`config.mk`:
```
export PLATFORM = sky130hd
export DESIGN_NAME = uart_tx_arbiter
export DESIGN_NICKNAME = d
export VERILOG_FILES = /design/src/rtl/uart_pkg.sv /design/src/rtl/uart_rr_pick.sv /design/src/rtl/uart_tx_arbiter.sv
export SDC_FILE = /design/constraint.sdc
export NUM_CORES = 1
export LEC_CHECK = 0
export CELL_PAD_IN_SITES_DETAIL_PLACEMENT = 0
export CELL_PAD_IN_SITES_GLOBAL_PLACEMENT = 1
export CORE_ASPECT_RATIO = 1.25
export CORE_MARGIN = 1.5
export CORE_UTILIZATION = 30
export DETAILED_ROUTE_END_ITERATION = 6
export GPL_ROUTABILITY_DRIVEN = 1
export PLACE_DENSITY = 0.66
export SETUP_SLACK_MARGIN = 0.2
export SKIP_CTS_REPAIR_TIMING = 1
export SYNTH_ARGS = -nofsm -noshare
export SYNTH_HDL_FRONTEND = slang
export SYNTH_SLANG_ARGS = --single-unit
```
`constraint.sdc`:
```
create_clock -name sysclk -period 6.6 [get_ports sysclk]
set_input_delay 0.66 -clock sysclk [delete_from_list [all_inputs] [get_ports sysclk]]
set_output_delay 0.66 -clock sysclk [all_outputs]
set_load 0.05 [all_outputs]
```
`src/rtl/uart_pkg.sv`:
```
// uart_pkg: shared types and constants for the UART transmit arbiter.
//   BYTE_W       - width of one transmitted byte
//   NREQ_DEFAULT - default number of byte producers
//   TX_IDLE      - value of tx_status while the transmitter is idle
//   state_t      - arbiter FSM state encoding
package uart_pkg;

  localparam int   BYTE_W       = 8;
  localparam int   NREQ_DEFAULT = 4;
  localparam logic TX_IDLE      = 1'b1;

  typedef enum logic [1:0] {
    IDLE  = 2'd0,
    START = 2'd1,
    SEND  = 2'd2
  } state_t;

endpackage

```
`src/rtl/uart_rr_pick.sv`:
```
// uart_rr_pick: combinational round-robin picker.
//   req        in  NREQ   pending requests
//   ptr        in  IDX_W  index of the last granted requester
//   gnt_onehot out NREQ   one-hot winner (0 when nothing pending)
//   gnt_idx    out IDX_W  binary index of the winner
//   any        out 1      at least one request pending
module uart_rr_pick
  import uart_pkg::*;
#(
  parameter int NREQ  = NREQ_DEFAULT,
  parameter int IDX_W = $clog2(NREQ)
) (
  input  logic [NREQ-1:0]  req,
  input  logic [IDX_W-1:0] ptr,
  output logic [NREQ-1:0]  gnt_onehot,
  output logic [IDX_W-1:0] gnt_idx,
  output logic             any
);

  logic [IDX_W-1:0] w_idx;

  // Search starts one past the last winner and wraps, so the last winner
  // is examined last.
  always_comb begin
    gnt_onehot = '0;
    gnt_idx    = '0;
    any        = 1'b0;
    w_idx      = '0;
    for (int k = 1; k <= NREQ; k++) begin
      w_idx = IDX_W'((int'(ptr) + k) % NREQ);
      if (!any && req[w_idx]) begin
        any               = 1'b1;
        gnt_onehot[w_idx] = 1'b1;
        gnt_idx           = w_idx;
      end
    end
  end

endmodule

```
`src/rtl/uart_tx_arbiter.sv`:
```
// uart_tx_arbiter: shares one UART transmitter between NREQ byte producers.
//   sysclk    in  1         clock, transmitter domain
//   reset     in  1         asynchronous active-low reset
//   req       in  NREQ      level requests
//   req_data  in  8*NREQ    byte of requester i at [8i+7:8i]
//   ack       out NREQ      one-cycle one-hot accept pulse
//   owner     out NREQ      one-hot requester whose byte is in flight
//   tx_en     out 1         transmitter start request
//   tx_data   out 8         byte presented to the transmitter
//   tx_status in  1         1 = transmitter idle, 0 = sending
//   busy      out 1         arbiter not idle
//   err       out 1         sticky start-timeout flag
//   err_clr   in  1         synchronous clear of err
//
// state | meaning
// IDLE  | waiting for a request while the transmitter is idle
// START | tx_en held, waiting for the transmitter to go busy
// SEND  | transmitter sending, waiting for it to return idle
module uart_tx_arbiter
  import uart_pkg::*;
#(
  parameter int NREQ    = NREQ_DEFAULT,
  parameter int TIMEOUT = 64
) (
  input  logic                   sysclk,
  input  logic                   reset,
  input  logic [NREQ-1:0]        req,
  input  logic [BYTE_W*NREQ-1:0] req_data,
  output logic [NREQ-1:0]        ack,
  output logic [NREQ-1:0]        owner,
  output logic                   tx_en,
  output logic [BYTE_W-1:0]      tx_data,
  input  logic                   tx_status,
  output logic                   busy,
  output logic                   err,
  input  logic                   err_clr
);

  localparam int               IDX_W    = $clog2(NREQ);
  localparam int               CNT_W    = $clog2(TIMEOUT + 1);
  localparam logic [CNT_W-1:0] CNT_LAST = CNT_W'(TIMEOUT - 1);
  localparam logic [CNT_W-1:0] CNT_MAX  = '1;

  state_t             r_state,   w_state_nxt;
  logic [IDX_W-1:0]   r_ptr,     w_ptr_nxt;
  logic [CNT_W-1:0]   r_cnt,     w_cnt_nxt;
  logic [NREQ-1:0]    r_ack,     w_ack_nxt;
  logic [NREQ-1:0]    r_owner,   w_owner_nxt;
  logic               r_tx_en,   w_tx_en_nxt;
  logic [BYTE_W-1:0]  r_tx_data, w_tx_data_nxt;
  logic               r_err,     w_err_nxt;

  logic [NREQ-1:0]    w_gnt_onehot;
  logic [IDX_W-1:0]   w_gnt_idx;
  logic               w_any;
  logic [BYTE_W-1:0]  w_gnt_byte;

  uart_rr_pick #(.NREQ(NREQ), .IDX_W(IDX_W)) u_pick (
    .req        (req),
    .ptr        (r_ptr),
    .gnt_onehot (w_gnt_onehot),
    .gnt_idx    (w_gnt_idx),
    .any        (w_any)
  );

  // AND-OR mux keyed by the one-hot grant.
  always_comb begin
    w_gnt_byte = '0;
    for (int i = 0; i < NREQ; i++) begin
      if (w_gnt_onehot[i]) w_gnt_byte = w_gnt_byte | req_data[i*BYTE_W +: BYTE_W];
    end
  end

  always_comb begin
    w_state_nxt   = r_state;
    w_ptr_nxt     = r_ptr;
    w_cnt_nxt     = r_cnt;
    w_ack_nxt     = '0;
    w_owner_nxt   = r_owner;
    w_tx_en_nxt   = r_tx_en;
    w_tx_data_nxt = r_tx_data;
    // Clear first so a timeout on the same edge overrides it.
    w_err_nxt     = err_clr ? 1'b0 : r_err;
    case (r_state)
      IDLE: begin
        if (tx_status == TX_IDLE && w_any) begin
          w_tx_data_nxt = w_gnt_byte;
          w_ack_nxt     = w_gnt_onehot;
          w_owner_nxt   = w_gnt_onehot;
          w_tx_en_nxt   = 1'b1;
          w_ptr_nxt     = w_gnt_idx;
          w_cnt_nxt     = '0;
          w_state_nxt   = START;
        end
      end
      START: begin
        if (tx_status != TX_IDLE) begin
          w_tx_en_nxt = 1'b0;
          w_state_nxt = SEND;
        end else if (r_cnt == CNT_LAST) begin
          // Transmitter never started: drop the byte without re-acking.
          w_tx_en_nxt = 1'b0;
          w_err_nxt   = 1'b1;
          w_owner_nxt = '0;
          w_state_nxt = IDLE;
        end else if (r_cnt != CNT_MAX) begin
          w_cnt_nxt = r_cnt + 1'b1;
        end
      end
      SEND: begin
        if (tx_status == TX_IDLE) begin
          w_owner_nxt = '0;
          w_state_nxt = IDLE;
        end
      end
      default: begin
        w_tx_en_nxt = 1'b0;
        w_owner_nxt = '0;
        w_state_nxt = IDLE;
      end
    endcase
  end

  always_ff @(posedge sysclk or negedge reset) begin
    if (!reset) begin
      r_state   <= IDLE;
      r_ptr     <= IDX_W'(NREQ - 1);
      r_cnt     <= '0;
      r_ack     <= '0;
      r_owner   <= '0;
      r_tx_en   <= 1'b0;
      r_tx_data <= '0;
      r_err     <= 1'b0;
    end else begin
      r_state   <= w_state_nxt;
      r_ptr     <= w_ptr_nxt;
      r_cnt     <= w_cnt_nxt;
      r_ack     <= w_ack_nxt;
      r_owner   <= w_owner_nxt;
      r_tx_en   <= w_tx_en_nxt;
      r_tx_data <= w_tx_data_nxt;
      r_err     <= w_err_nxt;
    end
  end

  assign ack     = r_ack;
  assign owner   = r_owner;
  assign tx_en   = r_tx_en;
  assign tx_data = r_tx_data;
  assign err     = r_err;
  assign busy    = (r_state != IDLE);

endmodule

```
==> out/results.ini, run 1 <==
[clock_tree]
cts_max_level = 2
clk_latency_ns = 0.29
cts_tree = yes
cts_buffer_depth = 2
clk_pin_slew_ns = 0.07
numCtsBuffers = 5
clkSinkCount = 29
cts-root-buf = clkbuf_8

[floorplan]
dieWidth_um = 77.29
die-area_um2 = 7409
initial_core_util_pct = 31.33
rows = 33
core_um2 = 6606
io_pins = 59
dieHeight_um = 95.86

[logic_synthesis]
ys_ff_latch = 29
yosys_most_used_dff = dfrtp_1
synth_area_leaders = dfrtp_1, ha_1, a221o_1, nand2_1, a21oi_1
avgSynthCellArea_um2 = 8.769
synth_warnings = 0
ys_seq_area_share_pct = 35.19
synth_edf_count = 0
ys_async_sr_fraction_pct = 100.0
yosysTopAreaCell = dfrtp_1
synth_cells = 236
synth_nets = 285
synthDistinctLibCells = 47
synth_top_area_share_pct = 32.65
synth_area_um2 = 2069

[place]
port_buffers = 58
hpwl_um = 4248
post_dp_cell_area_um2 = 2690
gp_congestion = 0.8290

[critical_path]
cp.arrival_ns = 3.58
slowest_delay_ns = 0.84
cp.required_ns = 6.76
crit_start = r_ptr[0]$_DFFE_PN1P_
reg2reg_depth = 8
critPathLaunchType = flop
cp_max_fo = 21
crit_slowest_cell = dfstp_2
reg2reg_from = r_ptr[0]$_DFFE_PN1P_
crit_chain = inv_1, ha_1, mux4_2, or3b_4, a21oi_4, a221o_1, a21oi_1, a31oi_1
crit_type = flop to flop
end_kind = flop

[timing]
period_share_pct = 51.86
skew_ns = 0.006305
setup_viol = 0
worstMarginPinSlew_ns = 0.8402
fmax_mhz = 292.2
rsz0062_at_grt = false
holdWs_ns = 0.4779
report.final.slew_viol_count = 0
hold_viol_final = 0
period_minus_slack_ns = 3.422
relSlewSlack_pct = 43.55
setup_tns_ns = 0

[routing]
vias_per_cell = 5.327
drc = 0
top_layer_used = met4
ant_nets = 0
dr.pass1.iters = 4
drtIter0Drc = 113
met1_length_um = 2791
post_drt_wl_per_cell_um = 16.10
wl_um = 6007
vias = 1987
wl_met3_um = 356
route.met2.wl_um = 2789

[final_layout]
diodes = 0
postLayoutCoreUtil_pct = 42.54
final_nets = 334
layout-area-overhead-vs-synth_pct = 35.79
fin_area_um2 = 2810
layout-drive-gt1-share_pct = 8.042

[global_route]
grt_overflow = 0
grt.total_usage_pct = 17.16
antenna_found_initial = 0
grt_pass1_vias = 1861
grt_pass1_wl_um = 9867
grt_start_max_net_pins = 30

[pwr]
p_switching_w = 0.0006261
p_seq_share_pct = 23.5
powerDensity_nw_per_um2 = 457.3
power_w = 0.001285
internal-power_w = 0.0006589
p_comb_share_pct = 61.3
leakage_nw = 1.148
ir_drop_v = 0.0001714
clockPowerShare_pct = 15.1
swShare_pct = 48.72

[min_path]
min_path_type = flop to flop
hp-start = owner[2]$_DFFE_PN0P_
hold_path_depth = 1

[status]
outcome = finished, final reports clean

[flow_run]
maxCapViolCount = 0

final timing paths:
path,to,slack (ns)
max,tx_data[2]$_DFFE_PN0P_,3.18
min,owner[2]$_DFFE_PN0P_,0.48
max reg2reg,tx_data[2]$_DFFE_PN0P_,3.18
min reg2reg,owner[2]$_DFFE_PN0P_,0.48
max in group asynchronous,r_ptr[1]$_DFFE_PN1P_,5.51
min in group asynchronous,owner[1]$_DFFE_PN0P_,0.76
layout by cell type (no fill, tap or decap), drive strengths merged, types with 2 or more instances in the layout:
cell type	n
clkdlybuf4s50	58
dfrtp	27
nand2	24
a21oi	18
o21ai	17
nor2	17
a221o	9
a31oi	9
ha	9
inv	8
a22o	8
nor3	7
nand3	7
mux2i	6
clkbuf	6
a21o	4
and2	4
or2	3
or3	3
mux2	3
mux4	3
o22ai	3
xnor2	3
nor2b	2
and3	2
nand2b	2
a211oi	2
xor2	2
dfstp	2
or3b	2
worst max-delay path: cells and delay by family, from the launching register on:
kind | cells | cell delay, ns
buf+inv | 1 | 0.27
simple gates | 1 | 0.25
flops | 1 | 0.84
mux | 1 | 0.55
fa+ha+maj | 1 | 0.61
compound gates | 4 | 0.77
cells in the mapped netlist, drive strengths merged, types with 2 or more instances:
library cell and count:
a211oi 2, a21o 4, a21oi 18, a221o 9, a22o 8, a31oi 9, and2 4, and3 2
buf 5, clkbuf 12, dfrtp 27, dfstp 2, ha 9, inv 8, mux2 3, mux2i 6
mux4 3, nand2 24, nand2b 2, nand3 7, nor2 17, nor2b 2, nor3 7, o21ai 17
o22ai 3, or2 3, or3 3, or3b 2, xnor2 3, xor2 2
registers in the layout, summed over array words and instances (netlist names):
signal   count
owner        4
r_ptr        2
tx_data      8
r_cnt        7
ack          4
err          1
tx_en        1
r_state      2
per-stage QoR:
| stage | std cells | setup slack [ns] |
|---|---|---|
| detailed placement | 365 | 3.163 |
| CTS | 373 | 3.167 |
| finish | 373 | 3.178 |
| global placement | 365 | 3.165 |
| global route | 373 | 2.982 |
| floorplan | 236 | 3.758 |
layer usage:
| layer | vias to the layer above | track usage, % |
|---|---|---|
| met5 | - | 0 |
| met4 | 0 | 6.364 |
| met3 | 5 | 2.844 |
| met2 | 77 | 27.05 |
| met1 | 937 | 23.68 |
| li1 | 968 | - |
final cells by class:
class / count / area, µm²
fill: 667 / 3796
multi-input combinational: 182 / 1235
sequential: 29 / 728.2
timing repair buffer: 59 / 588.1
tap: 87 / 108.9
clock buffer: 6 / 82.58
clock inverter: 2 / 37.54
inverter: 8 / 30.03
logic make-up (layout without fill, tap and decap cells):
kind of cell | after synthesis | in the layout | share of synthesized area [%]
xor+xnor | 5 | 5 | 2.116
compound gates | 80 | 80 | 26.66
flops | 29 | 29 | 35.19
simple gates | 76 | 76 | 17.65
fa+ha+maj | 9 | 9 | 5.441
buf+inv | 25 | 75 | 5.139
mux | 12 | 12 | 7.799
power groups by stage:
stage	clock network [W]	registers [W]	logic, W
6_report	0.000194	0.000303	0.000788
3_3_place_gp	0	0.000303	0.000794
4_1_cts	0.000199	0.000302	0.000792
5_1_grt	0.000206	0.000313	0.000857
2_1_floorplan	0	0.000424	0.000446
3_5_place_dp	0	0.000306	0.000790
Note: power is estimated with default switching activity, not from simulation.
==> run 2: changes to the inputs <==
- clock period: 6.6 -> 3.35 ns (I/O delays scaled with it)
==> run 2 against run 1 <==
Against the previous run:
- first-iteration DRC count is 6.2% higher
- count of clock-buffer cells in the layout is 1 higher
- cell area is 0.67% higher
- via count is 0.70% lower
- register-to-register slack worse by 2.7 ns
- critical path depth stayed put
- global-route usage hardly changed
- clock skew is 0.0016 ns lower
- worst hold slack worse by 0.013 ns
==> out/results.ini, run 2 (same netlist as run 1, synthesis figures left out) <==
[status]
outcome = finished, final reports clean

[critical_path]
crit_slowest_cell = mux4_2
cp_max_fo = 9
crit_type = flop to flop
end_kind = flop
slowest_delay_ns = 0.55
crit_chain = inv_1, ha_1, mux4_2, or3b_4, a21oi_4, a221o_1, a21oi_1, a31oi_1
cp.arrival_ns = 2.97
cp.required_ns = 3.50
critPathLaunchType = flop

[pwr]
power_w = 0.002499
ir_drop_v = 0.0003245
leakage_nw = 1.169
powerDensity_nw_per_um2 = 883.4

[final_layout]
final_nets = 339
layout-drive-gt1-share_pct = 9.622
postLayoutCoreUtil_pct = 42.82
final_cell_mix = clkdlybuf4s50_1, dfrtp_1, nand2_1
diodes = 0
layout.cells.most_common = clkdlybuf4s50_1
layout-area-overhead-vs-synth_pct = 36.70
largest_reg_flops = 8
fillers = 689

[global_route]
met1_usage_pct = 22.54
grt_pass1_vias = 1954
grt_pass1_wl_um = 9949
grt.total_usage_pct = 17.20
grt_use_met3_pct = 2.559
antenna_found_initial = 0
grt_start_max_net_pins = 30
grt_use_met2_pct = 29.09
busiest_layer = met2
grt_overflow = 0

[clock_tree]
clk_pin_slew_ns = 0.06
clk_latency_ns = 0.27
cts_max_level = 2
cts_tree = yes
numCtsBuffers = 5
cts-root-buf = clkbuf_8
cts_buffer_depth = 2
clkSinkCount = 29

[timing]
fmax_mhz = 353.8
worstMarginPinSlew_ns = 0.8251
setup_tns_ns = 0
hold_viol_final = 0
skew_ns = 0.004713
period_share_pct = 84.36
relSlewSlack_pct = 44.57
period_minus_slack_ns = 2.826
rsz0062_at_grt = false
report.final.slew_viol_count = 0
setup_viol = 0

[floorplan]
dieWidth_um = 77.29
rows = 33
die-area_um2 = 7409
dieHeight_um = 95.86
initial_core_util_pct = 31.33
core_um2 = 6606
io_pins = 59

[routing]
drtIter0Drc = 120
vias_per_cell = 5.220
vias = 1973
drc = 0
dr.pass1.iters = 4
post_drt_wl_per_cell_um = 15.60
ant_nets = 0
wl_um = 5897

[place]
hpwl_um = 4338
gp_congestion = 0.8125
port_buffers = 58

[flow_run]
maxCapViolCount = 0

[min_path]
min_path_type = primary input to async pin

run 2: worst paths after layout:
kind	from	to	slack, ns	depth (start not counted)
min	reset	tx_data[2]$_DFFE_PN0P_	0.46	2
max	r_ptr[0]$_DFFE_PN1P_	tx_data[2]$_DFFE_PN0P_	0.52	8
min reg2reg	owner[1]$_DFFE_PN0P_	owner[1]$_DFFE_PN0P_	0.48	1
max in group asynchronous	reset	r_ptr[0]$_DFFE_PN1P_	2.57	2
min in group sysclk	owner[1]$_DFFE_PN0P_	owner[1]$_DFFE_PN0P_	0.48	1
max reg2reg	r_ptr[0]$_DFFE_PN1P_	tx_data[2]$_DFFE_PN0P_	0.52	8
run 2: where the power goes:
group	total, W	switching (W)	internal [W]
clock network	0.000314	0.000128	0.000185
registers	0.000528	0.0000614	0.000467
logic	0.00166	0.00103	0.000627
total	0.00250	0.00122	0.00128
run 2: per-layer routing:
metal | vias to the layer above | part of all wire, %
met5 | - | 0
met4 | 0 | 1.0
met3 | 5 | 5.0
met2 | 65 | 49
met1 | 921 | 45
li1 | 982 | -
run 2: area by class of cell:
type	count	area, µm²	area share (%)
Multi-Input combinational cell	182	1235	43.65
Sequential cell	29	728.2	25.74
Timing Repair Buffer	64	625.6	22.11
Tap cell	87	108.9	3.848
Clock buffer	7	96.34	3.406
Inverter	8	30.03	1.061
Clock inverter	1	5.005	0.1769
run 2: stage by stage:
stage	area [µm²]	setup WS (ns)	hold WS [ns]	instances
final	2829	0.5238	0.4649	378
after global placement	2728	0.4210	0.4653	370
after floorplan	2069	0.5077	0.03941	236
after detailed placement	2728	0.3805	0.4735	370
after CTS	2829	0.4868	0.4698	378
after global routing	2829	0.3293	0.5075	378
run 2: critical path: cells and delay by family, from the launching register on:
family                   cells  cell delay (ns)
adder cells (fa/ha/maj)      1             0.47
AO/OA/AOI/OAI                4             0.76
buffers and inverters        1             0.13
flip-flops                   1             0.53
multiplexers                 1             0.55
AND/OR/NAND/NOR              1             0.26
